## config.mk

```make
export PLATFORM = sky130hd
export DESIGN_NAME = seg_display_scan
export DESIGN_NICKNAME = d
export VERILOG_FILES = /design/src/rtl/seg_display_scan.sv
export SDC_FILE = /design/constraint.sdc
export NUM_CORES = 1
export LEC_CHECK = 0
export CORE_UTILIZATION = 45
export CTS_BUF_LIST = sky130_fd_sc_hd__clkbuf_2
export CTS_CLUSTER_DIAMETER = 150
export DETAILED_ROUTE_END_ITERATION = 10
export MAX_ROUTING_LAYER = met4
export PLACE_DENSITY = 0.65
export SETUP_SLACK_MARGIN = 0.4
export SLEW_MARGIN = 0
export SYNTH_ARGS = -nofsm -noshare
export SYNTH_HDL_FRONTEND = slang
export SYNTH_SLANG_ARGS = --single-unit
```

## constraint.sdc

```tcl
create_clock -name clk -period 13.5 [get_ports clk]
set_clock_uncertainty 0.15 [all_clocks]
set_input_delay 2.7 -clock clk [delete_from_list [all_inputs] [get_ports clk]]
set_output_delay 2.7 -clock clk [all_outputs]
set_load 0.02 [all_outputs]
```

## src/rtl/seg_display_scan.sv

```systemverilog
// seg_display_scan: latches a 32-bit value on a load strobe and drives an
// 8-digit multiplexed seven-segment display. Hex values are shown directly.
// Decimal values first pass through a 32-step sequential double-dabble
// conversion. Decimal results get leading-zero blanking and an overflow flag.
module seg_display_scan #(
  parameter int CLK_DIV    = 100000,
  parameter int NUM_DIGITS = 8
) (
  input  logic        clk,
  input  logic        CLR,
  input  logic        load,
  input  logic [31:0] data,
  input  logic        dec_mode,
  output logic        busy,
  output logic        ovf,
  output logic [7:0]  an,
  output logic [6:0]  seg,
  output logic        dp
);

  localparam int PW = (CLK_DIV > 1) ? $clog2(CLK_DIV) : 1;
  localparam logic [PW-1:0] PRESC_MAX = PW'(CLK_DIV - 1);
  localparam int DW = NUM_DIGITS * 4;

  typedef enum logic {
    ST_IDLE = 1'b0,
    ST_CONV = 1'b1
  } state_t;

  state_t r_state;
  state_t w_state_next;

  logic [DW-1:0]   r_digits;
  logic            r_ovf;
  logic            r_blank_en;
  logic [31:0]     r_shift;
  logic [39:0]     r_bcd;
  logic [4:0]      r_iter;
  logic [PW-1:0]   r_presc;
  logic [2:0]      r_idx;
  logic [7:0]      r_an;
  logic [6:0]      r_seg;

  logic [39:0]           w_bcd_adj;
  logic [39:0]           w_bcd_next;
  logic [31:0]           w_shift_next;
  logic                  w_last_step;
  logic [NUM_DIGITS-1:0] w_nz;
  logic [NUM_DIGITS-1:0] w_blank;
  logic [2:0]            w_idx_next;
  logic [3:0]            w_digit_sel;

  // Active-low gfedcba pattern for one hex digit
  function automatic logic [6:0] seg_code(input logic [3:0] n);
    logic [6:0] c;
    case (n)
      4'h0: c = 7'b1000000;
      4'h1: c = 7'b1111001;
      4'h2: c = 7'b0100100;
      4'h3: c = 7'b0110000;
      4'h4: c = 7'b0011001;
      4'h5: c = 7'b0010010;
      4'h6: c = 7'b0000010;
      4'h7: c = 7'b1111000;
      4'h8: c = 7'b0000000;
      4'h9: c = 7'b0010000;
      4'hA: c = 7'b0001000;
      4'hB: c = 7'b0000011;
      4'hC: c = 7'b1000110;
      4'hD: c = 7'b0100001;
      4'hE: c = 7'b0000110;
      default: c = 7'b0001110;
    endcase
    return c;
  endfunction

  // Double-dabble step: add 3 to every BCD nibble >= 5, then shift left
  genvar gi;
  generate
    for (gi = 0; gi < 10; gi++) begin : g_adj
      assign w_bcd_adj[gi*4 +: 4] = (r_bcd[gi*4 +: 4] >= 4'd5) ?
                                    (r_bcd[gi*4 +: 4] + 4'd3) : r_bcd[gi*4 +: 4];
    end
  endgenerate

  assign {w_bcd_next, w_shift_next} = {w_bcd_adj[38:0], r_shift, 1'b0};
  assign w_last_step = (r_iter == 5'd31);

  // A digit is blanked when it and every digit above it are zero; digit 0
  // is never blanked and overflowed values show every digit.
  generate
    for (gi = 0; gi < NUM_DIGITS; gi++) begin : g_blank
      assign w_nz[gi] = |r_digits[gi*4 +: 4];
      if (gi == 0) begin : g_d0
        assign w_blank[gi] = 1'b0;
      end else begin : g_dn
        assign w_blank[gi] = r_blank_en & ~r_ovf & ~(|w_nz[NUM_DIGITS-1:gi]);
      end
    end
  endgenerate

  assign w_idx_next  = r_idx + 3'd1;
  assign w_digit_sel = r_digits[{w_idx_next, 2'b00} +: 4];

  // Conversion state register
  always_ff @(posedge clk or posedge CLR) begin
    if (CLR) r_state <= ST_IDLE;
    else     r_state <= w_state_next;
  end

  // Next-state: start on a decimal load, finish after the 32nd step
  always_comb begin
    w_state_next = r_state;
    case (r_state)
      ST_IDLE: if (load && dec_mode) w_state_next = ST_CONV;
      ST_CONV: if (w_last_step)      w_state_next = ST_IDLE;
      default: w_state_next = ST_IDLE;
    endcase
  end

  // Value capture and double-dabble datapath; loads while converting are dropped
  always_ff @(posedge clk or posedge CLR) begin
    if (CLR) begin
      r_digits   <= '0;
      r_ovf      <= 1'b0;
      r_blank_en <= 1'b0;
      r_shift    <= '0;
      r_bcd      <= '0;
      r_iter     <= '0;
    end else begin
      case (r_state)
        ST_IDLE: begin
          if (load) begin
            if (dec_mode) begin
              r_shift <= data;
              r_bcd   <= '0;
              r_iter  <= '0;
            end else begin
              r_digits   <= data[DW-1:0];
              r_ovf      <= 1'b0;
              r_blank_en <= 1'b0;
            end
          end
        end
        ST_CONV: begin
          r_shift <= w_shift_next;
          r_bcd   <= w_bcd_next;
          r_iter  <= r_iter + 5'd1;
          if (w_last_step) begin
            r_digits   <= w_bcd_next[DW-1:0];
            // The bit shifted out of the accumulator cannot be set for a
            // 32-bit input, but it would also mean the value does not fit.
            r_ovf      <= (|w_bcd_next[39:32]) | w_bcd_adj[39];
            r_blank_en <= 1'b1;
          end
        end
        default: ;
      endcase
    end
  end

  // Prescaler and digit scanner; an/seg are registered on each wrap
  always_ff @(posedge clk or posedge CLR) begin
    if (CLR) begin
      r_presc <= '0;
      r_idx   <= '0;
      r_an    <= 8'hFF;
      r_seg   <= 7'h7F;
    end else if (r_presc == PRESC_MAX) begin
      r_presc <= '0;
      r_idx   <= w_idx_next;
      r_an    <= ~(8'd1 << w_idx_next);
      r_seg   <= w_blank[w_idx_next] ? 7'h7F : seg_code(w_digit_sel);
    end else begin
      r_presc <= r_presc + 1'b1;
    end
  end

  assign busy = (r_state == ST_CONV);
  assign ovf  = r_ovf;
  assign an   = r_an;
  assign seg  = r_seg;
  assign dp   = 1'b1;

endmodule

```

==> results of run 1 <==
==> final cells by class <==
class	count	area [um2]	area share (%)
clock buffers	18	90.1	1.03
multi-input cells	584	3780	43.3
flip-flops and latches	147	3700	42.4
well taps	220	275	3.16
repair buffers	58	566	6.48
clock inverters	14	188	2.15
diodes	1	2.50	0.0287
inverters	31	121	1.39
==> cell usage after synthesis (15+ instances only) <==
library cell	count	share of area [%]
nand3_1	17	1.1
nor2_1	34	1.6
mux2i_1	53	6.8
ha_1	34	5.5
nand2_1	132	6.4
a21oi_1	43	2.8
dfrtp_1	132	42
clkbuf_1	27	1.3
xor2_1	17	1.9
a21o_1	22	2.1
inv_1	29	1.4
dfstp_2	15	5.1
xnor2_1	21	2.4
o21ai_0	72	4.6
o21ai_1	23	1.5
==> cells by family after synthesis <==
family | count (synthesis) | synth area share [%]
AOI/OAI and AO/OA | 204 | 15.4
xor gates and xnor gates | 39 | 4.49
adders and majority gates | 34 | 5.47
buffers and inverters | 72 | 3.93
DFF | 147 | 47.6
muxes | 60 | 8.85
other | 1 | 0.0482
and+or+nand+nor | 246 | 14.2
==> where the power goes <==
part | total (mW) | switching, mW | internal [mW]
sequential | 0.747 | 0.157 | 0.590
combinational | 0.773 | 0.429 | 0.344
clock | 0.284 | 0.163 | 0.121
total | 1.80 | 0.749 | 1.06
==> worst max path at each step <==
| stage | depth (start not counted) | startpoint | slack, ps | endpoint |
|---|---|---|---|---|
| floorplan | 1 | CLR | 6720 | busy$_DFF_PP0_ |
| global placement | 3 | CLR | 8590 | busy$_DFF_PP0_ |
| detailed placement | 3 | CLR | 8550 | busy$_DFF_PP0_ |
| CTS | 1 | busy$_DFF_PP0_ | 8370 | busy |
| global route | 1 | busy$_DFF_PP0_ | 8300 | busy |
| finish | 1 | busy$_DFF_PP0_ | 8490 | busy |
==> routing by layer <==
layer	global-route usage [%]	up-vias	part of all wire, %	wire (um)
met5	-	-	0	0
met4	7.01	0	1.4	229
met3	4.34	22	2.7	455
met2	32.7	105	48	8070
met1	26.9	2802	47	7900
li1	-	2853	-	-
==> placed cells by master, fill, tap and decap left out, drive strengths merged, types with 2 or more instances in the layout <==
cell type and count:
a211oi 9, a21o 22, a21oi 43, a22o 10
a22oi 2, a31oi 8, and2 2, and3 4
buf 6, bufinv 4, clkbuf 18, clkdlybuf4s50 52
clkinv 7, clkinvlp 3, dfrtp 132, dfstp 15
ha 34, inv 31, mux2i 54, mux4 6
nand2 132, nand2b 10, nand3 17, nand4 5
nor2 34, nor2b 14, nor3 12, nor3b 4
nor4 9, o21a 2, o21ai 95, o22a 5
o22ai 3, o32a 2, xnor2 21, xor2 18
==> stage by stage <==
stage	cells	util [%]	instance area [um2]	power, mW
floorplan	803	-	7770	1.32
global placement	1040	50.6	8440	1.48
detailed placement	1040	50.6	8440	1.53
CTS	1072	52.2	8720	1.82
global route	1073	52.2	8720	1.96
finish	1073	52.2	8720	1.80
==> flip-flops by register name (all words and copies together) (netlist names) <==
signal,count
an,8
busy,1
ovf,1
r_bcd,40
r_blank_en,1
r_digits,32
r_idx,3
r_iter,5
r_presc,17
r_shift,32
seg,7
==> metrics.yaml, run 1 <==
clocking:
  clk_pin_slew_ps: 210
  htree_levels: 4
  cts_buffers: 17
  cts_tree: "done"
  clk-insertion-delay-late_ps: 710
  cts.sinks: 147
  post_cts_resize_count: 0
  cts-hold-fix-buffers: 0
  cts_setup_buffers: 0
  cts_root_buf: "clkbuf_2"
  clock_path_buffers: 2
detailed_routing:
  drc: 0
  first_pass_iters: 4
  routed-via-count: 5782
  drt_iter0_drc: 263
  drtAntennaViolNets: 0
  routedWlPerCell_um: 15.5
  vias_per_cell: 5.39
  drt-total-wl_mm: 16.7
floorplanning:
  initial_core_util_pct: 46.5
  rows: 47
  core_area_mm2: 0.0167
  die_area_mm2: 0.0178
  ios: 54
  die_w_um: 133
  die_h_um: 133
place:
  port_buffers: 52
  place_ws_ps: 8550
  post-dp-hpwl_mm: 11.6
  place.gp.congestion: 0.823
critical_path:
  crit_family: "flip-flops"
  path_cells: "clkdlybuf4s50_1"
  crit_buf_inv: 1
  cp.arrival_ps: 2160
  rrSetupSlack_ps: 9670
  r2r_start: "r_idx[0]$_DFFE_PP0N_"
  critPathMaxStageDelay_ps: 760
  critical_path_class: "reg2out"
  crit_fanout: 42
  end_kind: "primary output"
  startpoint_type: "register"
  crit_slowest_cell: "dfrtp_4"
  r2r-end: "seg[4]$_DFFE_PP1N_"
  worst-endpoint-required_ps: 10650
  reg2reg_depth: 10
logic_synthesis:
  syn_area_mm2: 0.00777
  ys_seq_area_share_pct: 47.6
  avgSynthCellArea_um2: 9.68
  yosys.cell_types.count: 48
  synth_ff_type: "dfrtp_1"
  synth_warnings: 0
  syn_inst: 803
  synth_edf_count: 0
  ys_ff_latch: 147
  synth_nets: 873
  async_flop_share_pct: 100
timing:
  hold_slack_ps: 343
  hold_viol: 0
  grt_setup_unrepaired: "false"
  tns_ps: 0
  setup_viol_count_final: 0
  max_freq_mhz: 199
  period_needed_ps: 5010
  timing.slew.headroom_pct: 39.5
  tightest_slew_ps: 908
  fin_ws_ps: 8490
  finalMaxSlewViolations: 0
  period_share_pct: 37.1
global_routing:
  antenna_found_initial: 1
  grt-ovfl-total: 0
  grt_pass1_vias: 5691
  grt_max_degree: 82
  grtUsageTotal_pct: 20.8
  grt_pass1_wl_mm: 28.3
run_status:
  status: "finished, final reports clean"
min_path:
  min_delay_worst_endpoint: "r_presc[0]$_DFF_PP0_"
  hp-class: "reg2reg"
  min_path_cells: 1
  holdCritStartpoint: "r_presc[0]$_DFF_PP0_"
final_layout:
  final_nets: 909
  fill_cells: 1487
  areaGrowthSynthToFinish_pct: 12.3
  drive_above_1_share_pct: 7.98
power:
  ir_worst_vdd_uv: 170
  p_per_area_mw_per_mm2: 207
  p_leak_nw: 4.11
flow_run:
  drv_cap: 0
(Power assumes the default switching activity.)
==> run 2, diff against run 1 <==
- clock period: 13.5 -> 4.9 ns (I/O delays scaled with it)
==> metrics.yaml, run 2 (synthesis gave the netlist of run 1 again) <==
run_status:
  status: "finished, final reports clean"
timing:
  hold_viol: 0
  grt_setup_unrepaired: "false"
  tns_ps: 0
  max_freq_mhz: 289
  fin_ws_ps: 1440
  period_needed_ps: 3460
  finalMaxSlewViolations: 0
  setup_viol_count_final: 0
  tightest_slew_ps: 1160
  timing.slew.headroom_pct: 22.4
  period_share_pct: 70.5
place:
  post-dp-hpwl_mm: 11.8
  place.gp.congestion: 0.900
  place_ws_ps: 1470
  port_buffers: 52
global_routing:
  grt_pass1_wl_mm: 29.3
  grt_max_degree: 76
  grt-ovfl-total: 0
  grt_pass1_vias: 5918
  antenna_found_initial: 2
  grtUsageTotal_pct: 21.3
critical_path:
  worst-endpoint-required_ps: 5410
  critical_path_class: "reg2reg"
  end_kind: "register"
  rrSetupSlack_ps: 1440
  r2r_start: "r_idx[0]$_DFFE_PP0N_"
  startpoint_type: "register"
  cp.arrival_ps: 3970
  reg2reg_depth: 11
  r2r-end: "seg[4]$_DFFE_PP1N_"
  crit_fanout: 17
detailed_routing:
  routed-via-count: 5940
  drtAntennaViolNets: 0
  first_pass_iters: 5
  routedWlPerCell_um: 15.8
  vias_per_cell: 5.52
  drt-total-wl_mm: 17.0
  drc: 0
  drt_iter0_drc: 292
clocking:
  cts-hold-fix-buffers: 0
  post_cts_resize_count: 0
  cts_buffers: 17
  cts_tree: "done"
  cts_root_buf: "clkbuf_2"
  htree_levels: 4
  cts.sinks: 147
  cts_setup_buffers: 0
  clock_path_buffers: 2
  clk-insertion-delay-late_ps: 710
  clk_pin_slew_ps: 200
final_layout:
  multi_input_area_mm2: 0.00378
  largest_reg_flops: 40
  fill_cells: 1523
  final_nets: 912
  seqCellArea_mm2: 0.00370
  reg_top3: "r_bcd: 40 flops, r_digits: 32 flops, r_shift: 32 flops"
  top_register: "r_bcd"
  drive_above_1_share_pct: 8.08
  areaGrowthSynthToFinish_pct: 11.4
  final_cell_mix: "nand2_1 (131), dfrtp_1 (131), o21ai_0 (72)"
min_path:
  min_path_cells: 2
  min_delay_worst_endpoint: "r_shift[9]$_DFFE_PP0P_"
  hp-class: "reg2reg"
  holdCritStartpoint: "r_shift[8]$_DFFE_PP0P_"
floorplanning:
  ios: 54
  rows: 47
  core_area_mm2: 0.0167
  die_h_um: 133
  initial_core_util_pct: 46.5
  die_w_um: 133
  die_area_mm2: 0.0178
power:
  p_per_area_mw_per_mm2: 555
  ir_worst_vdd_uv: 361
  p_leak_nw: 4.10
flow_run:
  drv_cap: 0
==> run 2: cell count changes in the layout (fill, tap and decap cells not counted), sizes merged <==
cell,delta
inv,-1
bufinv,-3
diode,+1
buf,+3
clkbuf,+5
clkinvlp,-2
==> run 2: stage by stage <==
stage	util [%]	std cells	hold WS [ps]	cell area, um2	power [mW]
detailed placement	50.8	1043	316	8480	4.21
finish	51.9	1076	350	8660	4.80
floorplan	-	803	297	7780	3.64
global placement	50.8	1043	307	8480	4.08
global route	51.9	1076	382	8660	5.24
CTS	51.8	1074	350	8660	4.82
==> run 2: area by class of cell <==
type                    instances  share of cell area [%]
repair buffers                 61                    6.93
well taps                     220                    3.18
diodes                          2                  0.0578
clock buffers                  23                    1.33
multi-input cells             584                    43.7
inverters                      31                    1.39
flip-flops and latches        147                    42.7
clock inverters                 8                   0.722
==> run 2: where the power goes <==
group | total, mW | leakage [nW] | switching (mW) | internal (mW)
combinational | 2.14 | 2.14 | 1.19 | 0.949
clock | 0.597 | 0.132 | 0.412 | 0.185
sequential | 2.07 | 1.83 | 0.444 | 1.63
==> run 2: critical path, stage by stage (launching register included) <==
cell     delay [ps]
dfrtp_1         510
inv_1           250
ha_1            350
buf_4           250
mux4_2          560
mux2i_4         320
inv_1           130
ha_1            240
inv_1            90
nor2_1           60
o21a_1          200
o32a_1          320
==> run 2: metal layers <==
metal  share of wire (%)  track usage, %
met2                  48            33.3
met1                  46            27.9
met5                   0               -
met3                 4.0            4.79
met4                 1.3            5.87
==> run 2: worst max-delay path by stage <==
stage | start | end | slack, ps | depth (start not counted)
after floorplan | r_idx[0]$_DFFE_PP0N_ | seg[4]$_DFFE_PP1N_ | 1860 | 11
after global placement | r_idx[0]$_DFFE_PP0N_ | seg[4]$_DFFE_PP1N_ | 1570 | 11
after detailed placement | r_idx[0]$_DFFE_PP0N_ | seg[4]$_DFFE_PP1N_ | 1470 | 11
after CTS | r_idx[0]$_DFFE_PP0N_ | seg[4]$_DFFE_PP1N_ | 1420 | 11
after global routing | r_idx[0]$_DFFE_PP0N_ | seg[4]$_DFFE_PP1N_ | 1170 | 11
final | r_idx[0]$_DFFE_PP0N_ | seg[4]$_DFFE_PP1N_ | 1440 | 11
==> run 3, diff against run 2 <==
- clock period: 4.9 -> 3.6 ns (I/O delays scaled with it)
==> metrics.yaml, run 3 (synthesis gave the netlist of run 1 again) <==
detailed_routing:
  first_pass_iters: 5
  drc: 0
  drt-total-wl_mm: 17.3
  routedWlPerCell_um: 16.0
  vias_per_cell: 5.48
  drt_iter0_drc: 342
  routed-via-count: 5929
  drtAntennaViolNets: 0
critical_path:
  path_cells: "inv_1 > ha_4 > mux4_2 > mux2i_4 > inv_1 > ha_1 > inv_1 > nor2_1 > o21a_1 > o32a_1"
  reg2reg_depth: 10
  worst-endpoint-required_ps: 4100
  r2r_start: "r_idx[0]$_DFFE_PP0N_"
  end_kind: "register"
  rrSetupSlack_ps: 550
  cp_num_cells: 10
  cp.arrival_ps: 3550
  crit_family: "multiplexers"
  crit_top_cell: "inv_1"
  critPathMaxStageDelay_ps: 540
  crit_buf_inv: 3
  crit_slowest_cell: "mux4_2"
  startpoint_type: "register"
  cp-startpoint: "r_idx[0]$_DFFE_PP0N_"
  crit_fanout: 8
  critical_path_class: "reg2reg"
clocking:
  cts-hold-fix-buffers: 0
  htree_levels: 4
  clk_pin_slew_ps: 210
  cts_buffers: 17
  clk-insertion-delay-late_ps: 720
  clock_path_buffers: 2
  cts.sinks: 147
  cts_root_buf: "clkbuf_2"
  cts_tree: "done"
floorplanning:
  die_h_um: 133
  die_w_um: 133
  initial_core_util_pct: 46.5
  die_area_mm2: 0.0178
  ios: 54
  core_area_mm2: 0.0167
  rows: 47
final_layout:
  final_nets: 918
  layout_commonest_cell: "nand2_1"
  design_area_mm2: 0.00885
  areaGrowthSynthToFinish_pct: 13.8
  reg_top3: "r_bcd: 40 flops, r_digits: 32 flops, r_shift: 32 flops"
  finalNonFillerCells: 1082
  fin_util_pct: 53.0
  fill_cells: 1522
  final_cell_mix: "nand2_1 (131), dfrtp_1 (130), o21ai_0 (72)"
  top_register: "r_bcd"
  drive_above_1_share_pct: 8.94
  largest_reg_flops: 40
run_status:
  status: "finished, final reports clean"
timing:
  setup_viol_count_final: 0
  period_share_pct: 84.7
  finalMaxSlewViolations: 0
  fin_ws_ps: 552
  period_needed_ps: 3050
  max_freq_mhz: 328
  tightest_slew_ps: 869
  grt_setup_unrepaired: "false"
  timing.slew.headroom_pct: 42.0
  tns_ps: 0
  hold_viol: 0
power:
  ir_worst_vdd_uv: 490
  p_leak_nw: 4.17
  p_per_area_mw_per_mm2: 762
place:
  post-dp-hpwl_mm: 11.9
  port_buffers: 52
  place.gp.congestion: 0.860
  dp.cells: 1046
  place_ws_ps: 320
  placed_cell_area_mm2: 0.00854
global_routing:
  grt_pass1_wl_mm: 29.0
  grt-ovfl-total: 0
  antenna_found_initial: 1
  grt_max_degree: 68
  grtUsageTotal_pct: 21.2
  grt_pass1_vias: 5881
flow_run:
  drv_cap: 0
min_path:
  hp-class: "in2async"
## run 3: cell types whose count changed in the layout (fill, tap and decap cells not counted), moves of 2 or more
cell	delta
clkbuf_2	-2
buf_4	+2
clkinvlp_4	+2
clkinv_2	-3
bufinv_16	+2
buf_12	+3
## run 3: worst paths after layout
check,end
setup / recovery,seg[4]$_DFFE_PP1N_
hold / removal,r_digits[15]$_DFFE_PP0P_
setup reg to reg,seg[4]$_DFFE_PP1N_
hold reg to reg,r_presc[0]$_DFF_PP0_
max in group asynchronous,r_digits[7]$_DFFE_PP0P_
min in group clk,r_presc[0]$_DFF_PP0_
## run 3: repair_timing
action,4_1_cts,5_1_grt
endpoints found under the setup margin,4,3
gates cloned,0,0
resized for setup,3,1
buffers inserted,1,2
pin swaps,0,1
## run 3: final cells by class
| class | count | area [um2] | area share, % |
|---|---|---|---|
| well taps | 220 | 275 | 3.11 |
| clock inverters | 11 | 135 | 1.53 |
| multi-input cells | 584 | 3800 | 43.0 |
| flip-flops and latches | 147 | 3700 | 41.8 |
| inverters | 31 | 120 | 1.36 |
| clock buffers | 21 | 105 | 1.19 |
| diodes | 1 | 2.50 | 0.0283 |
| repair buffers | 67 | 703 | 7.95 |
## run 3: report_power, final
part | switching, mW | leakage, nW | internal [mW]
Sequential | 0.583 | 1.83 | 2.21
Combinational | 1.64 | 2.19 | 1.32
Clock | 0.599 | 0.147 | 0.391
## run 3: layer usage
| metal | GRT usage, % | wire length (um) | vias to the layer above |
|---|---|---|---|
| met2 | 33.1 | 8360 | 109 |
| met5 | - | 0 | - |
| li1 | - | - | 2868 |
| met3 | 3.88 | 500 | 23 |
| met1 | 27.7 | 8140 | 2929 |
| met4 | 7.20 | 293 | 0 |
## run 3: worst register-to-register path: stages, from the launching register on
cell     delay (ps)
dfrtp_2         490
inv_1           110
ha_4            360
mux4_2          540
mux2i_4         320
inv_1           120
ha_1            230
inv_1            90
nor2_1           70
o21a_1          200
o32a_1          320
## run 3: metrics by stage
step                      power, mW  hold slack [ps]
after CTS                      6.76              263
final                          6.75              291
after detailed placement       5.73              319
after global routing           7.31              284
after global placement         5.55              309
after floorplan                4.95              297
